`config.mk`:
```
export PLATFORM = sky130hd
export DESIGN_NAME = game_round_controller
export DESIGN_NICKNAME = d
export VERILOG_FILES = /design/src/rtl/game_pkg.sv /design/src/rtl/game_round_controller_rise_detect.sv /design/src/rtl/game_round_controller.sv
export SDC_FILE = /design/constraint.sdc
export NUM_CORES = 1
export LEC_CHECK = 0
export ABC_AREA = 1
export BUFFER_PORTS_ARGS = -buffer_cell sky130_fd_sc_hd__buf_4
export CAP_MARGIN = 0
export CORE_ASPECT_RATIO = 1.4
export CORE_UTILIZATION = 56
export CTS_CLUSTER_SIZE = 28
export DETAILED_ROUTE_END_ITERATION = 8
export PLACE_DENSITY = 0.82
export RECOVER_POWER = 25
export SYNTH_ARGS = -nofsm -noshare
export SYNTH_HDL_FRONTEND = slang
export SYNTH_SLANG_ARGS = --single-unit
```
`constraint.sdc`:
```
create_clock -name clk -period 3.8 [get_ports clk]
set_input_delay 0.76 -clock clk [delete_from_list [all_inputs] [get_ports clk]]
set_output_delay 0.76 -clock clk [all_outputs]
set_load 0.005 [all_outputs]
```
`src/rtl/game_pkg.sv`:
```
// Shared types and constants for the game round controller.
package game_pkg;

  typedef logic [1:0] state_t;

  localparam state_t IDLE = 2'd0;
  localparam state_t LOAD = 2'd1;
  localparam state_t PLAY = 2'd2;
  localparam state_t OVER = 2'd3;

  localparam int DEF_SCORE_W = 4;
  typedef logic [DEF_SCORE_W-1:0] score_t;

  // Fill bits replicated to the counter width to form the all-0s / all-1s seeds.
  localparam logic SEED_FILL_ZERO = 1'b0;
  localparam logic SEED_FILL_ONE  = 1'b1;

endpackage

```
`src/rtl/game_round_controller_rise_detect.sv`:
```
// 1-bit rising-edge detector; the history bit samples every cycle.
module rise_detect (
  input  logic clk,
  input  logic rst,
  input  logic d,
  output logic rise
);

  logic prev;

  always_ff @(posedge clk) begin
    // NOTE: sequential state uses non-blocking assignment so every flop samples pre-edge values.
    if (!rst) prev <= 1'b0;
    else      prev <= d;
  end

  assign rise = d & ~prev;

endmodule

```
`src/rtl/game_round_controller.sv`:
```
// Round/score controller: re-arms multimodeCounter each round and tallies WINNER/LOSER rises.
module game_round_controller
  import game_pkg::*;
#(
  parameter int INPUT      = 4,
  parameter int SCORE_W    = 4,
  parameter int WIN_TARGET = 3
) (
  input  logic               clk,
  input  logic               rst,
  input  logic               start,
  input  logic [INPUT-1:0]   seedValue,
  input  logic               WINNER,
  input  logic               LOSER,
  output logic               INIT,
  output logic [INPUT-1:0]   initialValue,
  output logic [SCORE_W-1:0] winCount,
  output logic [SCORE_W-1:0] loseCount,
  output logic               GAMEOVER,
  output logic               GAMEWON
);

  localparam logic [SCORE_W-1:0] TARGET = SCORE_W'(WIN_TARGET);
  localparam logic [SCORE_W-1:0] ONE    = SCORE_W'(1);

  state_t state;
  logic   win_rise;
  logic   lose_rise;
  logic   seed_ok;

  logic [SCORE_W-1:0] win_next;
  logic [SCORE_W-1:0] lose_next;

  rise_detect u_win_rise (
    .clk  (clk),
    .rst  (rst),
    .d    (WINNER),
    .rise (win_rise)
  );

  rise_detect u_lose_rise (
    .clk  (clk),
    .rst  (rst),
    .d    (LOSER),
    .rise (lose_rise)
  );

  // A terminal seed would make the counter score on its first cycle.
  assign seed_ok = (seedValue != {INPUT{SEED_FILL_ZERO}}) &&
                   (seedValue != {INPUT{SEED_FILL_ONE}});

  assign win_next  = winCount + ONE;
  assign lose_next = loseCount + ONE;

  always_ff @(posedge clk) begin
    if (!rst) begin
      state        <= IDLE;
      INIT         <= 1'b0;
      initialValue <= '0;
      winCount     <= '0;
      loseCount    <= '0;
      GAMEOVER     <= 1'b0;
      GAMEWON      <= 1'b0;
    end else begin
      INIT <= 1'b0;
      case (state)
        IDLE, OVER: begin
          if (start && seed_ok) begin
            initialValue <= seedValue;
            winCount     <= '0;
            loseCount    <= '0;
            GAMEOVER     <= 1'b0;
            GAMEWON      <= 1'b0;
            INIT         <= 1'b1;
            state        <= LOAD;
          end
        end
        LOAD: state <= PLAY;
        PLAY: begin
          // Simultaneous rises cancel; only a single-sided rise scores.
          if (win_rise && !lose_rise) begin
            winCount <= win_next;
            if (win_next == TARGET) begin
              GAMEOVER <= 1'b1;
              GAMEWON  <= 1'b1;
              state    <= OVER;
            end else begin
              INIT  <= 1'b1;
              state <= LOAD;
            end
          end else if (lose_rise && !win_rise) begin
            loseCount <= lose_next;
            if (lose_next == TARGET) begin
              GAMEOVER <= 1'b1;
              GAMEWON  <= 1'b0;
              state    <= OVER;
            end else begin
              INIT  <= 1'b1;
              state <= LOAD;
            end
          end
        end
        default: state <= IDLE;
      endcase
    end
  end

endmodule

```
; ---- Yosys cells after proc, flatten, opt, wreduce, memory -nomap -nowiden
; Cells that the tools add are included.
; Widths: inputs -> output; s select.
[word_totals]
register_bits = 19
in_bits = 9
out_inout_bits = 15
[classes]
addsub = 2
eq_ne = 13
muxes = 28
n_bitwise = 4
reduce_logical = 15
[ops]
columns = operator, count
row1 = $mux 4, 4
row2 = $pmux 4 s2, 2
row3 = $mux 1, 13
row4 = $mux 2, 5
row5 = $ne 3x3->1 const B, 3
row6 = $add 4x1->4 const B, 2
row7 = $eq 4x2->1 const B, 2
row8 = $ne 2x2->1 const B, 4
row9 = $pmux 1 s2, 3
row10 = $pmux 2 s3, 1
row11 = $reduce_and 5->1, 1
row12 = $eq 2x2->1 const B, 2
row13 = $logic_and 1x1->1, 4
row14 = $ne 4x4->1 const B, 1
row15 = $reduce_and 2->1, 2
row16 = $reduce_and 4->1, 1
row17 = $reduce_bool 4->1, 1
row18 = $reduce_and 3->1, 1
row19 = $and 1x1->1, 2
row20 = $eq 2x1->1 const B, 1
row21 = $logic_not 1->1, 2
row22 = $logic_not 2->1, 1
row23 = $not 1->1, 2
row24 = $reduce_bool 2->1, 1
row25 = $reduce_or 2->1, 1

; ---- Longest topological paths before layout
[depth]
depth_word = 7
ltp_mapped = 13

; ---- Hierarchy
; From an unflattened synthesis, not the netlist that was laid out.
[hier_totals]
hier_cells = 157
hier_area_um2 = 1116.1
[by_module_without_submodules]
columns = mod, instances, cells_per_inst, area_each_um2, seq_area_each_um2
row1 = game_round_controller, 1, 147, 1041.0, 340.3
row2 = rise_detect, 2, 5, 37.5, 20.0

; ---- Worst setup path after synthesis
; No wires, ideal clock.
[synth_timing]
path_kind = input -> register
start = in LOSER
end = reg loseCount[3]
arrival_ns = 1.740
t_required_ns = 3.681
slack_ns = 1.940
cell_stages = 8
path_cell_list = inv_1 nor2_1 inv_1 ha_1 o31ai_2 nand2_2 o21ai_0 a21oi_1
[synth_via]
elab_chain_cells = 5
[synth_rtl]
columns = item, line
row1 = start: declaration, game_round_controller.sv:14  ; input logic LOSER,
row2 = $and 1x1->1 *, game_round_controller_rise_detect.sv:17  ; assign rise = d & ~prev;
row3 = $logic_not 1->1, game_round_controller.sv:81  ; if (win_rise && !lose_rise) begin
row4 = $logic_and 1x1->1, game_round_controller.sv:81
row5 = $ne 2x2->1 (no line), n/a
row6 = $reduce_and 4->1 (no line) *, n/a
row7 = end signal: assignment, game_round_controller.sv:92  ; loseCount <= lose_next;
row8 = end: declaration, game_round_controller.sv:18  ; output logic [SCORE_W-1:0] loseCount,
; Mark *: on every way between the ends. The rest lies on a longest branch, timed or not.
; A chain may end at the register's enable or synchronous reset.

; ---- Worst setup path after layout
[layout_timing]
start = in LOSER
end = reg GAMEWON
[layout_via]
elab_chain_cells = 5
[layout_rtl]
columns = item, line
row1 = $and 1x1->1 *, game_round_controller_rise_detect.sv:17
row2 = $logic_not 1->1, game_round_controller.sv:81
row3 = $logic_and 1x1->1, game_round_controller.sv:81
row4 = $ne 3x3->1 (no line) / $mux 1 (equally long branches), n/a
row5 = $reduce_and 5->1 (no line) / $pmux 1 s2 (equally long branches), n/a
row6 = end signal: assignment, game_round_controller.sv:73  ; GAMEWON <= 1'b0;
row7 = end signal: assignment, game_round_controller.sv:85  ; GAMEWON <= 1'b1;
row8 = end signal: assignment, game_round_controller.sv:95  ; GAMEWON <= 1'b0;
row9 = end: declaration, game_round_controller.sv:20  ; output logic GAMEWON
; Marks and branches as above.

==> impl_metrics.env <==
export IMPL_outcome="completed"
export IMPL_dr_pass1_iters=4
export IMPL_timing_final_setup_violations=0
export IMPL_share_of_yosys_cell_area_claimed_by_the_top_area_cell_type_pct=36.1
export IMPL_worst_pin_slew_ns=0.680
export IMPL_max_stage_delay_ns=0.25
export IMPL_yosys_cell_count_top_type="sky130_fd_sc_hd__nand2_1"
export IMPL_row_count=18
export IMPL_postCtsSetupBuffers=0
export IMPL_rsz_0062_raised_after_global_routing="false"
export IMPL_post_dp_hpwl_um=1660
export IMPL_post_synth_num_cell_types=16
export IMPL_routabilityCongestion=0.848
export IMPL_leak_pwr_nw=0.663
export IMPL_syn_mean_instance_area_um2=6.59
export IMPL_setup_skew_ns=0.0116
export IMPL_fin_crit_sh_pct=47.9
export IMPL_top_level_port_count=24
export IMPL_grt_use_total_pct=23.5
export IMPL_layout_drive_gt1_share_pct=17.2
export IMPL_multi_input_area_um2=561
export IMPL_remaining_drc_errors=0
export IMPL_min_delay_path_class="register to register"
export IMPL_synthCells=160
export IMPL_drv_slew=0
export IMPL_layout_min_cycle_time_ns=1.82
export IMPL_cts_sinks=19
export IMPL_post_synth_instance_area_um2=1050
export IMPL_cts_reportedPaths_clkPinSlew_ns=0.12
export IMPL_relSlewSlack_pct=54.7
export IMPL_critical_path_slowest_cell="sky130_fd_sc_hd__ha_1"
export IMPL_crit_path_dat_ns=2.07
export IMPL_grt_antenna_before_repair=0
export IMPL_netlist_top_cells_area="sky130_fd_sc_hd__dfxtp_1 36%, sky130_fd_sc_hd__nand2_1 13%, sky130_fd_sc_hd__ha_1 11%"
export IMPL_setup_worst_path_start_class="input pin"
export IMPL_clk_root_buffer_cell="sky130_fd_sc_hd__clkbuf_4"
export IMPL_drt_vias_per_instance=4.99
export IMPL_clock_tree_htree_level_count=1
export IMPL_design_core_area_um2=1760
export IMPL_clkLatencyLatePin_ns=0.31
export IMPL_crit_required_ns=4.05
export IMPL_final_setup_tns_ns=0
export IMPL_cp_common_cell="sky130_fd_sc_hd__nand2_1"
export IMPL_ys_top_cells_by_count="36 x sky130_fd_sc_hd__nand2_1, 28 x sky130_fd_sc_hd__nor2_1, 27 x sky130_fd_sc_hd__inv_1"
export IMPL_detail_route_iter0_violations=21
export IMPL_flow_area_growth_from_synthesis_pct=20.6
export IMPL_totalPowerFinal_uw=615
export IMPL_area_sequential_um2=380
export IMPL_floorplan_die_area_um2=2060
export IMPL_tritoncts="yes"
export IMPL_synth_seq_area_share_pct=36.1
export IMPL_number_of_port_buffers=23
export IMPL_die_h_um=53.4
export IMPL_power_per_cell_area_nw_per_um2=483
export IMPL_final_antenna_net_count=0
export IMPL_cts_hold_buffers_added=0
export IMPL_timing_final_hold_violations=0
export IMPL_synth_enable_flop_cells=0
export IMPL_number_of_gates_resized_after_cts=0
export IMPL_vdd_ir_drop_max_mv=0.337
export IMPL_first_global_vias=897
export IMPL_ys_async_sr_fraction_pct=0
export IMPL_path_cells="buf_4 > inv_1 > nor2_1 > inv_1 > ha_1 > inv_1 > nand2_1 > nor2_1 > nand2_1 > nand3_1 > nand3_1 > nand2_1 > nand2_1 > nor2_1"
export IMPL_synth_top_area_cell="sky130_fd_sc_hd__dfxtp_1"
export IMPL_timing_reg2reg_setup_slack_ns=2.13
export IMPL_mappedNetlistNets=178
export IMPL_postSynth_topFlopCell="sky130_fd_sc_hd__dfxtp_1"
export IMPL_route_detailed_wl_per_inst_um=10.6
export IMPL_crit_fanout=4
export IMPL_grt_start_max_net_pins=18
export IMPL_grt_ovfl_total=0
export IMPL_vias=1028
export IMPL_antenna_diode_count=0
export IMPL_die_x_um=38.7
export IMPL_maxCapViolCount=0
export IMPL_ys_warnings_count=0
export IMPL_cts_buffers=3
export IMPL_worstSetupPathType="input pin to register"
export IMPL_start_util_pct=60.0
export IMPL_ffs_latches_synth=19
export IMPL_final_fill_count=143
export IMPL_post_detailed_routing_wire_length_um=2180
export IMPL_cp_end_kind="register"
export IMPL_grt_first_pass_wirelength_um=3450
export IMPL_design_final_nets=205
export IMPL_clock_fmax_mhz=549
export IMPL_clk_path_buf_depth=2
[cell usage in the layout, fill, tap and decap left out]
cell / instances
sky130_fd_sc_hd__o31ai_2: 1
sky130_fd_sc_hd__o21ai_0: 11
sky130_fd_sc_hd__inv_1: 27
sky130_fd_sc_hd__or2_2: 1
sky130_fd_sc_hd__nand2_2: 1
sky130_fd_sc_hd__ha_1: 9
sky130_fd_sc_hd__inv_2: 1
sky130_fd_sc_hd__clkbuf_1: 1
sky130_fd_sc_hd__clkinv_2: 2
sky130_fd_sc_hd__a21oi_1: 12
sky130_fd_sc_hd__dfxtp_1: 19
sky130_fd_sc_hd__nand2_1: 36
sky130_fd_sc_hd__buf_4: 19
sky130_fd_sc_hd__clkbuf_4: 6
sky130_fd_sc_hd__nand4_1: 3
sky130_fd_sc_hd__nor2_1: 28
sky130_fd_sc_hd__nand3_1: 8
sky130_fd_sc_hd__a21oi_2: 1
[cells by family (layout without fill, tap and decap cells)]
kind of cell / Yosys count / after routing / synth area share [%]
AO/OA/AOI/OAI: 25 / 25 / 12.9
flip-flops: 19 / 19 / 36.1
buffers and inverters: 30 / 56 / 10.8
AND/OR/NAND/NOR: 77 / 77 / 29.5
adder cells (fa/ha/maj): 9 / 9 / 10.7
[path summary, 6_finish.rpt]
path	start	end	depth (start not counted)
max	LOSER	GAMEWON$_SDFFE_PN0P_	14
min	GAMEOVER$_SDFFE_PN0P_	GAMEOVER$_SDFFE_PN0P_	2
max reg2reg	state[0]$_SDFFE_PN0P_	winCount[3]$_SDFFE_PN0P_	8
min reg2reg	GAMEOVER$_SDFFE_PN0P_	GAMEOVER$_SDFFE_PN0P_	2
[layer usage]
layer	wire length (um)	up-vias	GRT usage, %
met5	0	-	0
met4	39	0	10.3
met3	58	5	2.52
met2	1120	21	43.3
met1	956	450	25.7
li1	-	552	-
[registers in the layout, indices dropped and copies added, names as in the netlist, 2 cells and up]
signal,count
winCount,4
state,2
loseCount,4
initialValue,4
[power breakdown]
part / internal, mW / leakage, nW / switching, mW
Combinational: 0.104 / 0.489 / 0.135
Clock: 0.0393 / 0.0177 / 0.0649
Sequential: 0.238 / 0.156 / 0.0337
Total: 0.381 / 0.663 / 0.234
[final cells by class]
type                            count  area share (%)
Tap cell                           20            1.97
Clock buffer                        3            1.77
Multi-Input combinational cell    111            44.1
Sequential cell                    19            29.9
Inverter                           29            8.65
Clock inverter                      1           0.393
Timing Repair Buffer               23            13.3
[stage by stage]
stage | instances | setup slack [ns] | hold WS [ns] | instance area (um2) | utilization (%)
after floorplan | 160 | 1.94 | 0.437 | 1050 | -
after global placement | 202 | 1.68 | 0.434 | 1250 | 71.1
after detailed placement | 202 | 1.68 | 0.444 | 1250 | 71.1
after CTS | 206 | 1.99 | 0.461 | 1280 | 72.6
after global routing | 206 | 1.80 | 0.479 | 1270 | 72.4
final | 206 | 1.98 | 0.455 | 1270 | 72.4
[worst max-delay path, delay by kind of cell]
kind,cells,cell delay [ns]
simple gates,9,0.81
buf+inv,4,0.26
fa+ha+maj,1,0.25
Power figures use the tool's default switching activity.
